<file path="src/rtl/wb_port_arbiter_pkg.sv">
// Shared types and constants for the writeback port arbiter and its scoreboard.
// The starvation guard is compiled in with the WB_STARVE_GUARD_EN macro.
package wb_port_arbiter_pkg;

  localparam int unsigned REG_ADDR_W       = 5;
  localparam int unsigned XLEN             = 32;
  localparam int unsigned STARVE_LIMIT_DEF = 4;
  localparam int unsigned CNT_W            = 3;

  typedef enum logic [1:0] {
    ST_IDLE  = 2'd0,
    ST_WAIT  = 2'd1,
    ST_FORCE = 2'd2
  } arb_state_e;

  function automatic logic [XLEN-1:0] rd_onehot(input logic [REG_ADDR_W-1:0] rd);
    logic [XLEN-1:0] mask;
    mask     = {XLEN{1'b0}};
    mask[rd] = 1'b1;
    return mask;
  endfunction

endpackage

</file>
<file path="src/rtl/wb_scoreboard.sv">
// Pending-destination mask for long-latency ops: set on issue, cleared on result
// transfer, set wins on a collision, x0 never pending.
module wb_scoreboard
  import wb_port_arbiter_pkg::*;
(
  input  logic                  clk,
  input  logic                  rst_n,
  input  logic                  set_en,
  input  logic [REG_ADDR_W-1:0] set_addr,
  input  logic                  clr_en,
  input  logic [REG_ADDR_W-1:0] clr_addr,
  output logic [XLEN-1:0]       pending
);

  logic [XLEN-1:0] pending_r;
  logic [XLEN-1:0] pending_nxt_s;
  logic [XLEN-1:0] set_mask_s;
  logic [XLEN-1:0] clr_mask_s;

  // Next mask: clear first, then OR in the set so a same-bit set survives.
  always_comb begin
    set_mask_s = {XLEN{1'b0}};
    clr_mask_s = {XLEN{1'b0}};
    if (set_en) begin
      set_mask_s = rd_onehot(set_addr);
    end else begin
      set_mask_s = {XLEN{1'b0}};
    end
    if (clr_en) begin
      clr_mask_s = rd_onehot(clr_addr);
    end else begin
      clr_mask_s = {XLEN{1'b0}};
    end
    pending_nxt_s    = (pending_r & ~clr_mask_s) | set_mask_s;
    pending_nxt_s[0] = 1'b0;
  end

  // Mask register.
  always_ff @(posedge clk or negedge rst_n) begin
    if (!rst_n) begin
      pending_r <= {XLEN{1'b0}};
    end else begin
      pending_r <= pending_nxt_s;
    end
  end

  assign pending = pending_r;

endmodule

</file>
<file path="src/rtl/wb_port_arbiter.sv">
// Register-file write port shared by the in-order writeback slot (fixed priority)
// and the long-latency unit; optional starvation guard under WB_STARVE_GUARD_EN.
module wb_port_arbiter
  import wb_port_arbiter_pkg::*;
#(
  parameter int unsigned STARVE_LIMIT = STARVE_LIMIT_DEF
) (
  input  logic                  i_clk,
  input  logic                  i_rst,
  input  logic                  i_wb_en,
  input  logic [REG_ADDR_W-1:0] i_wb_rd,
  input  logic [XLEN-1:0]       i_wb_data,
  input  logic                  i_lu_valid,
  input  logic [REG_ADDR_W-1:0] i_lu_rd,
  input  logic [XLEN-1:0]       i_lu_data,
  output logic                  o_lu_ready,
  input  logic                  i_issue,
  input  logic [REG_ADDR_W-1:0] i_issue_rd,
  output logic                  o_rf_we,
  output logic [REG_ADDR_W-1:0] o_rf_waddr,
  output logic [XLEN-1:0]       o_rf_wdata,
  output logic [XLEN-1:0]       o_pending,
  output logic                  o_wb_stall
);

  logic                  slot_busy_s;
  logic                  lu_ready_s;
  logic                  transfer_s;
  logic                  issue_set_s;
  logic                  we_nxt_s;
  logic [REG_ADDR_W-1:0] waddr_nxt_s;
  logic [XLEN-1:0]       wdata_nxt_s;
  logic                  rf_we_r;
  logic [REG_ADDR_W-1:0] rf_waddr_r;
  logic [XLEN-1:0]       rf_wdata_r;

  assign slot_busy_s = i_wb_en && (i_wb_rd != {REG_ADDR_W{1'b0}});
  // Gated by reset so no handshake can complete while the block is held.
  assign lu_ready_s  = i_lu_valid && !slot_busy_s && i_rst;
  assign transfer_s  = i_lu_valid && lu_ready_s;
  assign issue_set_s = i_issue && (i_issue_rd != {REG_ADDR_W{1'b0}});

  // Winner select: pipeline slot first, then an LU transfer to a real register.
  always_comb begin
    we_nxt_s    = 1'b0;
    waddr_nxt_s = rf_waddr_r;
    wdata_nxt_s = rf_wdata_r;
    if (slot_busy_s) begin
      we_nxt_s    = 1'b1;
      waddr_nxt_s = i_wb_rd;
      wdata_nxt_s = i_wb_data;
    end else if (transfer_s && (i_lu_rd != {REG_ADDR_W{1'b0}})) begin
      we_nxt_s    = 1'b1;
      waddr_nxt_s = i_lu_rd;
      wdata_nxt_s = i_lu_data;
    end else begin
      we_nxt_s    = 1'b0;
      waddr_nxt_s = rf_waddr_r;
      wdata_nxt_s = rf_wdata_r;
    end
  end

  // Registered write port.
  always_ff @(posedge i_clk or negedge i_rst) begin
    if (!i_rst) begin
      rf_we_r    <= 1'b0;
      rf_waddr_r <= {REG_ADDR_W{1'b0}};
      rf_wdata_r <= {XLEN{1'b0}};
    end else begin
      rf_we_r    <= we_nxt_s;
      rf_waddr_r <= waddr_nxt_s;
      rf_wdata_r <= wdata_nxt_s;
    end
  end

  wb_scoreboard u_scoreboard (
    .clk      (i_clk),
    .rst_n    (i_rst),
    .set_en   (issue_set_s),
    .set_addr (i_issue_rd),
    .clr_en   (transfer_s),
    .clr_addr (i_lu_rd),
    .pending  (o_pending)
  );

`ifdef WB_STARVE_GUARD_EN
  arb_state_e       state_r;
  logic [CNT_W-1:0] cnt_r;
  logic [CNT_W-1:0] cnt_inc_s;
  logic             limit_hit_s;
  logic             stall_r;

  assign cnt_inc_s   = (cnt_r == {CNT_W{1'b1}}) ? cnt_r : (cnt_r + 3'd1);
  assign limit_hit_s = ({29'd0, cnt_inc_s} >= STARVE_LIMIT);

  // Starvation FSM; stall is registered together with the FORCE entry.
  always_ff @(posedge i_clk or negedge i_rst) begin
    if (!i_rst) begin
      state_r <= ST_IDLE;
      cnt_r   <= {CNT_W{1'b0}};
      stall_r <= 1'b0;
    end else begin
      case (state_r)
        ST_IDLE: begin
          if (i_lu_valid && !transfer_s) begin
            state_r <= ST_WAIT;
            cnt_r   <= 3'd1;
            stall_r <= 1'b0;
          end else begin
            state_r <= ST_IDLE;
            cnt_r   <= {CNT_W{1'b0}};
            stall_r <= 1'b0;
          end
        end
        ST_WAIT: begin
          if (transfer_s) begin
            state_r <= ST_IDLE;
            cnt_r   <= {CNT_W{1'b0}};
            stall_r <= 1'b0;
          end else if (limit_hit_s) begin
            state_r <= ST_FORCE;
            cnt_r   <= cnt_inc_s;
            stall_r <= 1'b1;
          end else begin
            state_r <= ST_WAIT;
            cnt_r   <= cnt_inc_s;
            stall_r <= 1'b0;
          end
        end
        ST_FORCE: begin
          if (transfer_s) begin
            state_r <= ST_IDLE;
            cnt_r   <= {CNT_W{1'b0}};
            stall_r <= 1'b0;
          end else begin
            state_r <= ST_FORCE;
            cnt_r   <= cnt_inc_s;
            stall_r <= 1'b1;
          end
        end
        default: begin
          state_r <= ST_IDLE;
          cnt_r   <= {CNT_W{1'b0}};
          stall_r <= 1'b0;
        end
      endcase
    end
  end

  assign o_wb_stall = stall_r;
`else
  logic unused_cfg_s;
  assign unused_cfg_s = (STARVE_LIMIT == 32'd0);
  assign o_wb_stall   = 1'b0;
`endif

  assign o_lu_ready = lu_ready_s;
  assign o_rf_we    = rf_we_r;
  assign o_rf_waddr = rf_waddr_r;
  assign o_rf_wdata = rf_wdata_r;

endmodule

</file>
<file path="config.mk">
export PLATFORM = sky130hd
export DESIGN_NAME = wb_port_arbiter
export DESIGN_NICKNAME = d
export VERILOG_FILES = /design/src/rtl/wb_port_arbiter_pkg.sv /design/src/rtl/wb_scoreboard.sv /design/src/rtl/wb_port_arbiter.sv
export SDC_FILE = /design/constraint.sdc
export NUM_CORES = 1
export LEC_CHECK = 0
export CELL_PAD_IN_SITES_DETAIL_PLACEMENT = 0
export CELL_PAD_IN_SITES_GLOBAL_PLACEMENT = 1
export CORE_MARGIN = 2
export CORE_UTILIZATION = 30
export CTS_BUF_LIST = sky130_fd_sc_hd__clkbuf_8
export DETAILED_ROUTE_END_ITERATION = 7
export GPL_ROUTABILITY_DRIVEN = 0
export GPL_TIMING_DRIVEN = 1
export PLACE_DENSITY_LB_ADDON = 0.2
export SLEW_MARGIN = 20
export SYNTH_ARGS = -nofsm -noshare
export SYNTH_HDL_FRONTEND = slang
export SYNTH_SLANG_ARGS = --single-unit
</file>
<file path="constraint.sdc">
create_clock -name i_clk -period 4.5 [get_ports i_clk]
set_input_delay 0.9 -clock i_clk [delete_from_list [all_inputs] [get_ports i_clk]]
set_output_delay 0.9 -clock i_clk [all_outputs]
set_load 0.005 [all_outputs]
</file>
==> results of run 1 <==
## path summary, 6_finish.rpt
kind | slack, ps | depth (start not counted) | to
max reg2reg | 3620 | 2 | o_rf_waddr[4]
max in group asynchronous | 3100 | 2 | o_rf_wdata[29]
min in group i_clk | 510 | 1 | u_scoreboard.pending[19]
max | 950 | 5 | o_lu_ready
min reg2reg | 510 | 1 | u_scoreboard.pending[19]
min | 430 | 1 | u_scoreboard.pending[22]
## metal layers
metal,GRT usage (%),wire length (um),vias to the layer above
met2,30.65,5358,115
met3,5.714,785,15
met1,24.76,4617,1540
met4,6.215,185,0
li1,-,-,1529
met5,0,0,-
## logic make-up (layout without fill, tap and decap cells)
group	after synthesis	in the layout
other	1	2
AND/OR/NAND/NOR	125	125
AO/OA/AOI/OAI	127	127
buffers and inverters	29	176
flip-flops	69	69
## power breakdown
| part | total, mW | switching (mW) | internal, mW |
|---|---|---|---|
| clock network | 0.503 | 0.238 | 0.265 |
| logic | 0.502 | 0.191 | 0.311 |
| registers | 0.787 | 0.0629 | 0.724 |
| total | 1.79 | 0.492 | 1.30 |
## flip-flops by register name, indices dropped and copies added, names as in the netlist
name,cells
o_rf_waddr,5
o_rf_wdata,32
u_scoreboard.pending,31
o_rf_we,1
## per-stage QoR
stage / std cells / cell area (um2) / utilization (%) / hold WS (ps) / setup WS [ps]
floorplan: 352 / 3201 / - / 479.4 / 1699
CTS: 635 / 5015 / 48.58 / 425.3 / 946.2
detailed placement: 619 / 4822 / 46.71 / 483.8 / 947.3
global placement: 619 / 4822 / 46.71 / 483.4 / 950.5
global route: 635 / 5015 / 48.58 / 424.1 / 884.7
finish: 635 / 5015 / 48.58 / 427.9 / 948.9
## area by class of cell
cell class	instances	area (um2)	area share, %
clock buffer	10	137.6	2.745
clock inverter	6	55.05	1.098
inverter	2	7.507	0.1497
multi-input combinational	254	1351	26.95
sequential	69	1727	34.43
tap	136	170.2	3.393
timing repair buffer	158	1567	31.24
## worst reg2reg max path, stage by stage (launching register included)
cell and delay (ps):
sky130_fd_sc_hd__dfrtp_1 400, sky130_fd_sc_hd__a221oi_1 290, sky130_fd_sc_hd__nor2_1 90
## synth_stat cells (all sizes together) (3+ instances only)
cell type	n	share of area [%]
o41ai	11	3.6
dfrtp	69	54
buf	12	2.0
nand2	44	5.2
o31ai	13	3.1
nand3b	3	0.70
nand2b	3	0.59
clkbuf	15	1.8
nor2b	4	0.78
a21oi	67	10
o21ai	22	3.4
nor2	46	5.4
a22o	6	1.6
nand4	5	0.98
nand3	6	0.94
a221oi	3	0.82
or2	4	0.86
## placed cells by master (no fill, tap or decap), drive strengths merged, types with 3 or more instances in the layout
master	n
o41ai	11
nand3b	3
clkdlybuf4s50	152
buf	6
nor2b	4
o21ai	22
a21oi	67
nand2	44
o31ai	13
or2	4
clkbuf	10
a221oi	3
nand2b	3
a22o	6
nor2	46
dfrtp	69
nand4	5
nand3	6
inv	4
==> metrics.txt, run 1 <==
# TYPE chip_impl_metric gauge
chip_impl_info{name="critPathLaunch",value="i_wb_rd[2]"} 1
chip_impl_metric{name="cts_htree_levels",unit=""} 3
chip_impl_metric{name="power-per-cell-area",unit="nW/um2"} 357.4
chip_impl_metric{name="totalWireLength",unit="um"} 10950
chip_impl_metric{name="io_pins",unit=""} 156
chip_impl_metric{name="synthesis.yosys.warnings",unit=""} 0
chip_impl_info{name="worst_r2r_startpoint",value="o_rf_waddr[4]"} 1
chip_impl_metric{name="worst-endpoint-arrival",unit="ps"} 2650
chip_impl_metric{name="report.final.slew_viol_count",unit=""} 0
chip_impl_metric{name="final.fill_count",unit=""} 995
chip_impl_metric{name="yosys.area_share.adder",unit="%"} 0
chip_impl_metric{name="clock.fmax",unit="MHz"} 281.6
chip_impl_info{name="root_buffer",value="sky130_fd_sc_hd__clkbuf_8"} 1
chip_impl_metric{name="synth_sequential_area_ratio",unit="%"} 54.01
chip_impl_metric{name="yosys.cell_types.count",unit=""} 34
chip_impl_metric{name="drtPass1Iterations",unit=""} 4
chip_impl_metric{name="post_synth_simple_gate_area",unit="%"} 17.50
chip_impl_metric{name="cell_leakage_power",unit="nW"} 2.027
chip_impl_metric{name="finClkSkew",unit="ps"} 0
chip_impl_metric{name="die_x",unit="um"} 107.2
chip_impl_metric{name="synth.cell_area",unit="um2"} 3197
chip_impl_info{name="result_of_the_run",value="finished, final reports clean"} 1
chip_impl_metric{name="hold_viol_final",unit=""} 0
chip_impl_metric{name="std_cell_rows",unit=""} 37
chip_impl_metric{name="diodes",unit=""} 0
chip_impl_metric{name="cpPeakStageDelay",unit="ps"} 520
chip_impl_metric{name="drt_iter0_markers",unit=""} 138
chip_impl_metric{name="clkSlewWorstSetupHoldPaths",unit="ps"} 80
chip_impl_metric{name="grt_first_pass_wirelength",unit="um"} 16790
chip_impl_metric{name="dr_wl_cell",unit="um"} 17.24
chip_impl_metric{name="synth_compound_area_share",unit="%"} 24.38
chip_impl_metric{name="postSynthCellCount",unit=""} 351
chip_impl_metric{name="num_cts_buffers",unit=""} 9
chip_impl_info{name="cp_slowest_cell",value="sky130_fd_sc_hd__clkdlybuf4s50_1"} 1
chip_impl_metric{name="critical_path_required",unit="ps"} 3600
chip_impl_metric{name="synth-async-reset-ratio",unit="%"} 100.0
chip_impl_info{name="ys.flop_type",value="sky130_fd_sc_hd__dfrtp_1"} 1
chip_impl_metric{name="postCtsSetupRepairBufs",unit=""} 0
chip_impl_metric{name="post_cts_hold_buffer_count",unit=""} 0
chip_impl_metric{name="fin_nets",unit=""} 578
chip_impl_metric{name="io_buffer_count",unit=""} 153
chip_impl_metric{name="cts_num_sinks",unit=""} 69
chip_impl_info{name="crit_path_cell_trace",value="clkdlybuf4s50_1, or2_4, o41a_2, nor2_1, clkdlybuf4s50_1"} 1
chip_impl_metric{name="via_count_of_the_first_global_routing_pass",unit=""} 3186
chip_impl_metric{name="setup_total_negative_slack",unit="ps"} 0
chip_impl_metric{name="detailedPlacementHpwl",unit="um"} 7607
chip_impl_metric{name="area_of_the_core",unit="um2"} 10320
chip_impl_metric{name="cap_viol_max_count",unit=""} 0
chip_impl_metric{name="dieArea",unit="um2"} 11500
chip_impl_metric{name="total_power_draw",unit="mW"} 1.792
chip_impl_metric{name="syn_area_per_cell",unit="um2"} 9.108
chip_impl_info{name="timing.critical_path.mode_cell",value="sky130_fd_sc_hd__clkdlybuf4s50_1"} 1
chip_impl_metric{name="grt_max_degree",unit=""} 61
chip_impl_info{name="synth_top_family_by_area",value="compound AO/OA/AOI/OAI gates"} 1
chip_impl_metric{name="synth.mux.area_fraction",unit="%"} 0
chip_impl_metric{name="worst_slew_pin_slew",unit="ps"} 684.9
chip_impl_metric{name="detailroute.via_count",unit=""} 3199
chip_impl_info{name="hold_path.class",value="primary input to async pin"} 1
chip_impl_info{name="critPathCaptureType",value="primary output"} 1
chip_impl_metric{name="initial_core_util",unit="%"} 30.97
chip_impl_metric{name="clock_latency",unit="ps"} 330
chip_impl_metric{name="route.antenna.remaining_nets",unit=""} 0
chip_impl_metric{name="max-vdd-ir-drop",unit="uV"} 153.5
chip_impl_metric{name="dieHeight",unit="um"} 107.2
chip_impl_metric{name="syn2layout_area_growth",unit="%"} 56.87
chip_impl_metric{name="critical_path_peak_fanout",unit=""} 2
chip_impl_info{name="critPathLaunchType",value="primary input"} 1
chip_impl_metric{name="ys_ff_latch",unit=""} 69
chip_impl_info{name="unrepaired_setup_endpoints_after_global_routing",value="false"} 1
chip_impl_metric{name="drt_drc",unit=""} 0
chip_impl_metric{name="grt_antenna_before_repair",unit=""} 0
chip_impl_info{name="clock_tree_from_tritoncts",value="built"} 1
chip_impl_metric{name="period_needed",unit="ps"} 3551
chip_impl_metric{name="cts_resized",unit=""} 0
chip_impl_metric{name="timing.slew.headroom",unit="%"} 54.34
chip_impl_info{name="crit_family",value="buffers and inverters"} 1
chip_impl_metric{name="globalRoute.totalOverflow",unit=""} 0
chip_impl_metric{name="setup_viol",unit=""} 0
chip_impl_metric{name="combined_buffer_and_inverter_count_along_the_critical_path",unit=""} 2
chip_impl_metric{name="synth_edf_count",unit=""} 0
chip_impl_metric{name="global_route.usage.total",unit="%"} 19.14
chip_impl_metric{name="buffer_depth_of_the_longest_clock_path",unit=""} 2
chip_impl_info{name="timing.setup.critical_path_class",value="primary input to primary output"} 1
chip_impl_metric{name="drive_gt1_share",unit="%"} 5.611
chip_impl_metric{name="min_period_over_period",unit="%"} 78.91
chip_impl_metric{name="yosys.area_share.xor_xnor",unit="%"} 0
chip_impl_metric{name="avgViaCountPerCell",unit=""} 5.038
Note: power is estimated with default switching activity, not from simulation.
==> inputs of run 2 (changes only) <==
==> constraint.sdc (replaced) <==
create_clock -name i_clk -period 3.6 [get_ports i_clk]
set_input_delay 0.72 -clock i_clk [delete_from_list [all_inputs] [get_ports i_clk]]
set_output_delay 0.72 -clock i_clk [all_outputs]
set_load 0.005 [all_outputs]
==> run 2 against run 1 <==
Worst hold slack improved by 73 ps; first-iteration DRC count shrank 3.6%; sequential power up 25%; total power rose by 25%; die area unchanged; flip-flop and latch count stayed put; via count is 2.1% higher.
==> metrics.txt, run 2 (same netlist as run 1, synthesis figures left out) <==
# TYPE chip_impl_metric gauge
chip_impl_info{name="result_of_the_run",value="finished, final reports clean"} 1
chip_impl_metric{name="largest_reg_flops",unit=""} 32
chip_impl_metric{name="dieArea",unit="um2"} 11500
chip_impl_info{name="worst_setup_path_endpoint",value="o_lu_ready"} 1
chip_impl_metric{name="drt_iter0_markers",unit=""} 133
chip_impl_info{name="root_buffer",value="sky130_fd_sc_hd__clkbuf_8"} 1
chip_impl_metric{name="min_period_over_period",unit="%"} 89.41
chip_impl_metric{name="diodes",unit=""} 0
chip_impl_metric{name="dr_wl_cell",unit="um"} 17.52
chip_impl_metric{name="detailedPlacementHpwl",unit="um"} 7820
chip_impl_metric{name="max-vdd-ir-drop",unit="uV"} 214.7
chip_impl_metric{name="multi_input_area",unit="um2"} 1351
chip_impl_metric{name="cts_resized",unit=""} 0
chip_impl_metric{name="worst_slew_pin_slew",unit="ps"} 899.2
chip_impl_metric{name="dieHeight",unit="um"} 107.2
chip_impl_metric{name="global_route.usage.total",unit="%"} 19.24
chip_impl_metric{name="postCtsSetupRepairBufs",unit=""} 0
chip_impl_metric{name="final.fill_count",unit=""} 1015
chip_impl_metric{name="drt_drc",unit=""} 0
chip_impl_metric{name="io_buffer_count",unit=""} 153
chip_impl_metric{name="finClkSkew",unit="ps"} 0
chip_impl_metric{name="globalRoute.totalOverflow",unit=""} 0
chip_impl_info{name="clock_tree_from_tritoncts",value="built"} 1
chip_impl_metric{name="setup_total_negative_slack",unit="ps"} 0
chip_impl_metric{name="fin_nets",unit=""} 580
chip_impl_metric{name="worstRegToRegCells",unit=""} 2
chip_impl_metric{name="cts_htree_levels",unit=""} 3
chip_impl_metric{name="detailroute.via_count",unit=""} 3265
chip_impl_metric{name="via_count_of_the_first_global_routing_pass",unit=""} 3166
chip_impl_metric{name="clock_latency",unit="ps"} 340
chip_impl_metric{name="timing.slew.headroom",unit="%"} 40.06
chip_impl_info{name="critPathCaptureType",value="primary output"} 1
chip_impl_info{name="crit-reg2reg-capture",value="o_rf_waddr[2]"} 1
chip_impl_metric{name="io_pins",unit=""} 156
chip_impl_metric{name="cell_leakage_power",unit="nW"} 2.037
chip_impl_metric{name="cts_num_sinks",unit=""} 69
chip_impl_info{name="worst_r2r_startpoint",value="o_rf_waddr[2]"} 1
chip_impl_metric{name="clock.fmax",unit="MHz"} 310.7
chip_impl_metric{name="buffer_depth_of_the_longest_clock_path",unit=""} 2
chip_impl_info{name="timing.setup.critical_path_class",value="primary input to primary output"} 1
chip_impl_metric{name="cap_viol_max_count",unit=""} 0
chip_impl_metric{name="route.antenna.remaining_nets",unit=""} 0
chip_impl_metric{name="drive_gt1_share",unit="%"} 5.988
chip_impl_metric{name="critical_path_peak_fanout",unit=""} 2
chip_impl_metric{name="hold_viol_final",unit=""} 0
chip_impl_metric{name="std_cell_rows",unit=""} 37
chip_impl_metric{name="total_power_draw",unit="mW"} 2.242
chip_impl_metric{name="post_cts_hold_buffer_count",unit=""} 0
chip_impl_metric{name="setup_viol",unit=""} 0
chip_impl_metric{name="drtPass1Iterations",unit=""} 4
chip_impl_metric{name="dp_slack",unit="ps"} 388.7
chip_impl_metric{name="ff2ff_setup_slack",unit="ps"} 2740
chip_impl_info{name="most_common_cell_after_layout_fill_and_taps_aside",value="sky130_fd_sc_hd__clkdlybuf4s50_1"} 1
chip_impl_metric{name="num_cts_buffers",unit=""} 9
chip_impl_metric{name="power-per-cell-area",unit="nW/um2"} 445.8
chip_impl_metric{name="grt_antenna_before_repair",unit=""} 0
chip_impl_metric{name="report.final.slew_viol_count",unit=""} 0
chip_impl_metric{name="avgViaCountPerCell",unit=""} 5.126
chip_impl_info{name="layout_common_cells",value="152 x sky130_fd_sc_hd__clkdlybuf4s50_1, 69 x sky130_fd_sc_hd__dfrtp_1, 66 x sky130_fd_sc_hd__a21oi_1"} 1
chip_impl_info{name="critPathLaunchType",value="primary input"} 1
chip_impl_info{name="hold_path.class",value="register to register"} 1
chip_impl_metric{name="area_of_the_core",unit="um2"} 10320
chip_impl_metric{name="grt_max_degree",unit=""} 70
chip_impl_metric{name="clkSlewWorstSetupHoldPaths",unit="ps"} 70
chip_impl_metric{name="totalWireLength",unit="um"} 11160
chip_impl_metric{name="post-route-worst-setup-slack",unit="ps"} 381.4
chip_impl_metric{name="worst-endpoint-arrival",unit="ps"} 2500
chip_impl_info{name="critPathLaunch",value="i_wb_rd[2]"} 1
chip_impl_metric{name="initial_core_util",unit="%"} 30.97
chip_impl_info{name="unrepaired_setup_endpoints_after_global_routing",value="false"} 1
chip_impl_metric{name="grt_first_pass_wirelength",unit="um"} 17010
chip_impl_metric{name="period_needed",unit="ps"} 3219
chip_impl_metric{name="seqCellArea",unit="um2"} 1727
chip_impl_metric{name="syn2layout_area_growth",unit="%"} 57.34
chip_impl_metric{name="critical_path_required",unit="ps"} 2880
chip_impl_metric{name="die_x",unit="um"} 107.2
[run 2: changes by cell type in the layout (fill, tap and decap cells not counted)]
cell | previous run | this run
sky130_fd_sc_hd__buf_4 | 6 | 8
[run 2: metal layers]
layer	global-route usage (%)	up-vias	part of all wire, %
li1	-	1533	-
met1	24.76	1587	42
met2	30.42	129	48
met3	6.626	16	8.0
met4	5.937	0	1.7
met5	0	-	0
[run 2: how the worst min path moves through the flow]
stage	startpoint	endpoint	slack [ps]	cells past startpoint
after floorplan	i_rst	o_rf_waddr[0]	420	0
after global routing	u_scoreboard.pending[15]	u_scoreboard.pending[15]	520	1
after CTS	u_scoreboard.pending[7]	u_scoreboard.pending[7]	500	1
final	u_scoreboard.pending[3]	u_scoreboard.pending[3]	500	1
after detailed placement	u_scoreboard.pending[7]	u_scoreboard.pending[7]	490	1
after global placement	u_scoreboard.pending[4]	u_scoreboard.pending[4]	480	1
[run 2: critical path, stage by stage]
cell and delay (ps):
sky130_fd_sc_hd__clkdlybuf4s50_1 430, sky130_fd_sc_hd__or2_4 280, sky130_fd_sc_hd__o41a_2 420, sky130_fd_sc_hd__nor2_1 110, sky130_fd_sc_hd__clkdlybuf4s50_1 540
[run 2: power breakdown]
group          total (mW)  internal, mW  switching (mW)
Clock               0.627         0.332           0.295
Sequential          0.983         0.905          0.0780
Combinational       0.633         0.391           0.242
Total                2.24          1.63           0.615
[run 2: stage by stage]
| stage | utilization, % | hold slack, ps | cell area (um2) | std cells |
|---|---|---|---|---|
| floorplan | - | 424.4 | 3201 | 352 |
| global placement | 46.85 | 484.6 | 4837 | 621 |
| detailed placement | 46.85 | 487.3 | 4837 | 621 |
| CTS | 48.72 | 504.7 | 5030 | 637 |
| global route | 48.72 | 517.4 | 5030 | 637 |
| finish | 48.72 | 500.8 | 5030 | 637 |
[run 2: final cells by class]
type / count / share of cell area, %
well taps: 136 / 3.383
clock inverters: 6 / 1.095
inverters: 2 / 0.1493
repair buffers: 160 / 31.44
multi-input cells: 254 / 26.87
flip-flops and latches: 69 / 34.33
clock buffers: 10 / 2.736
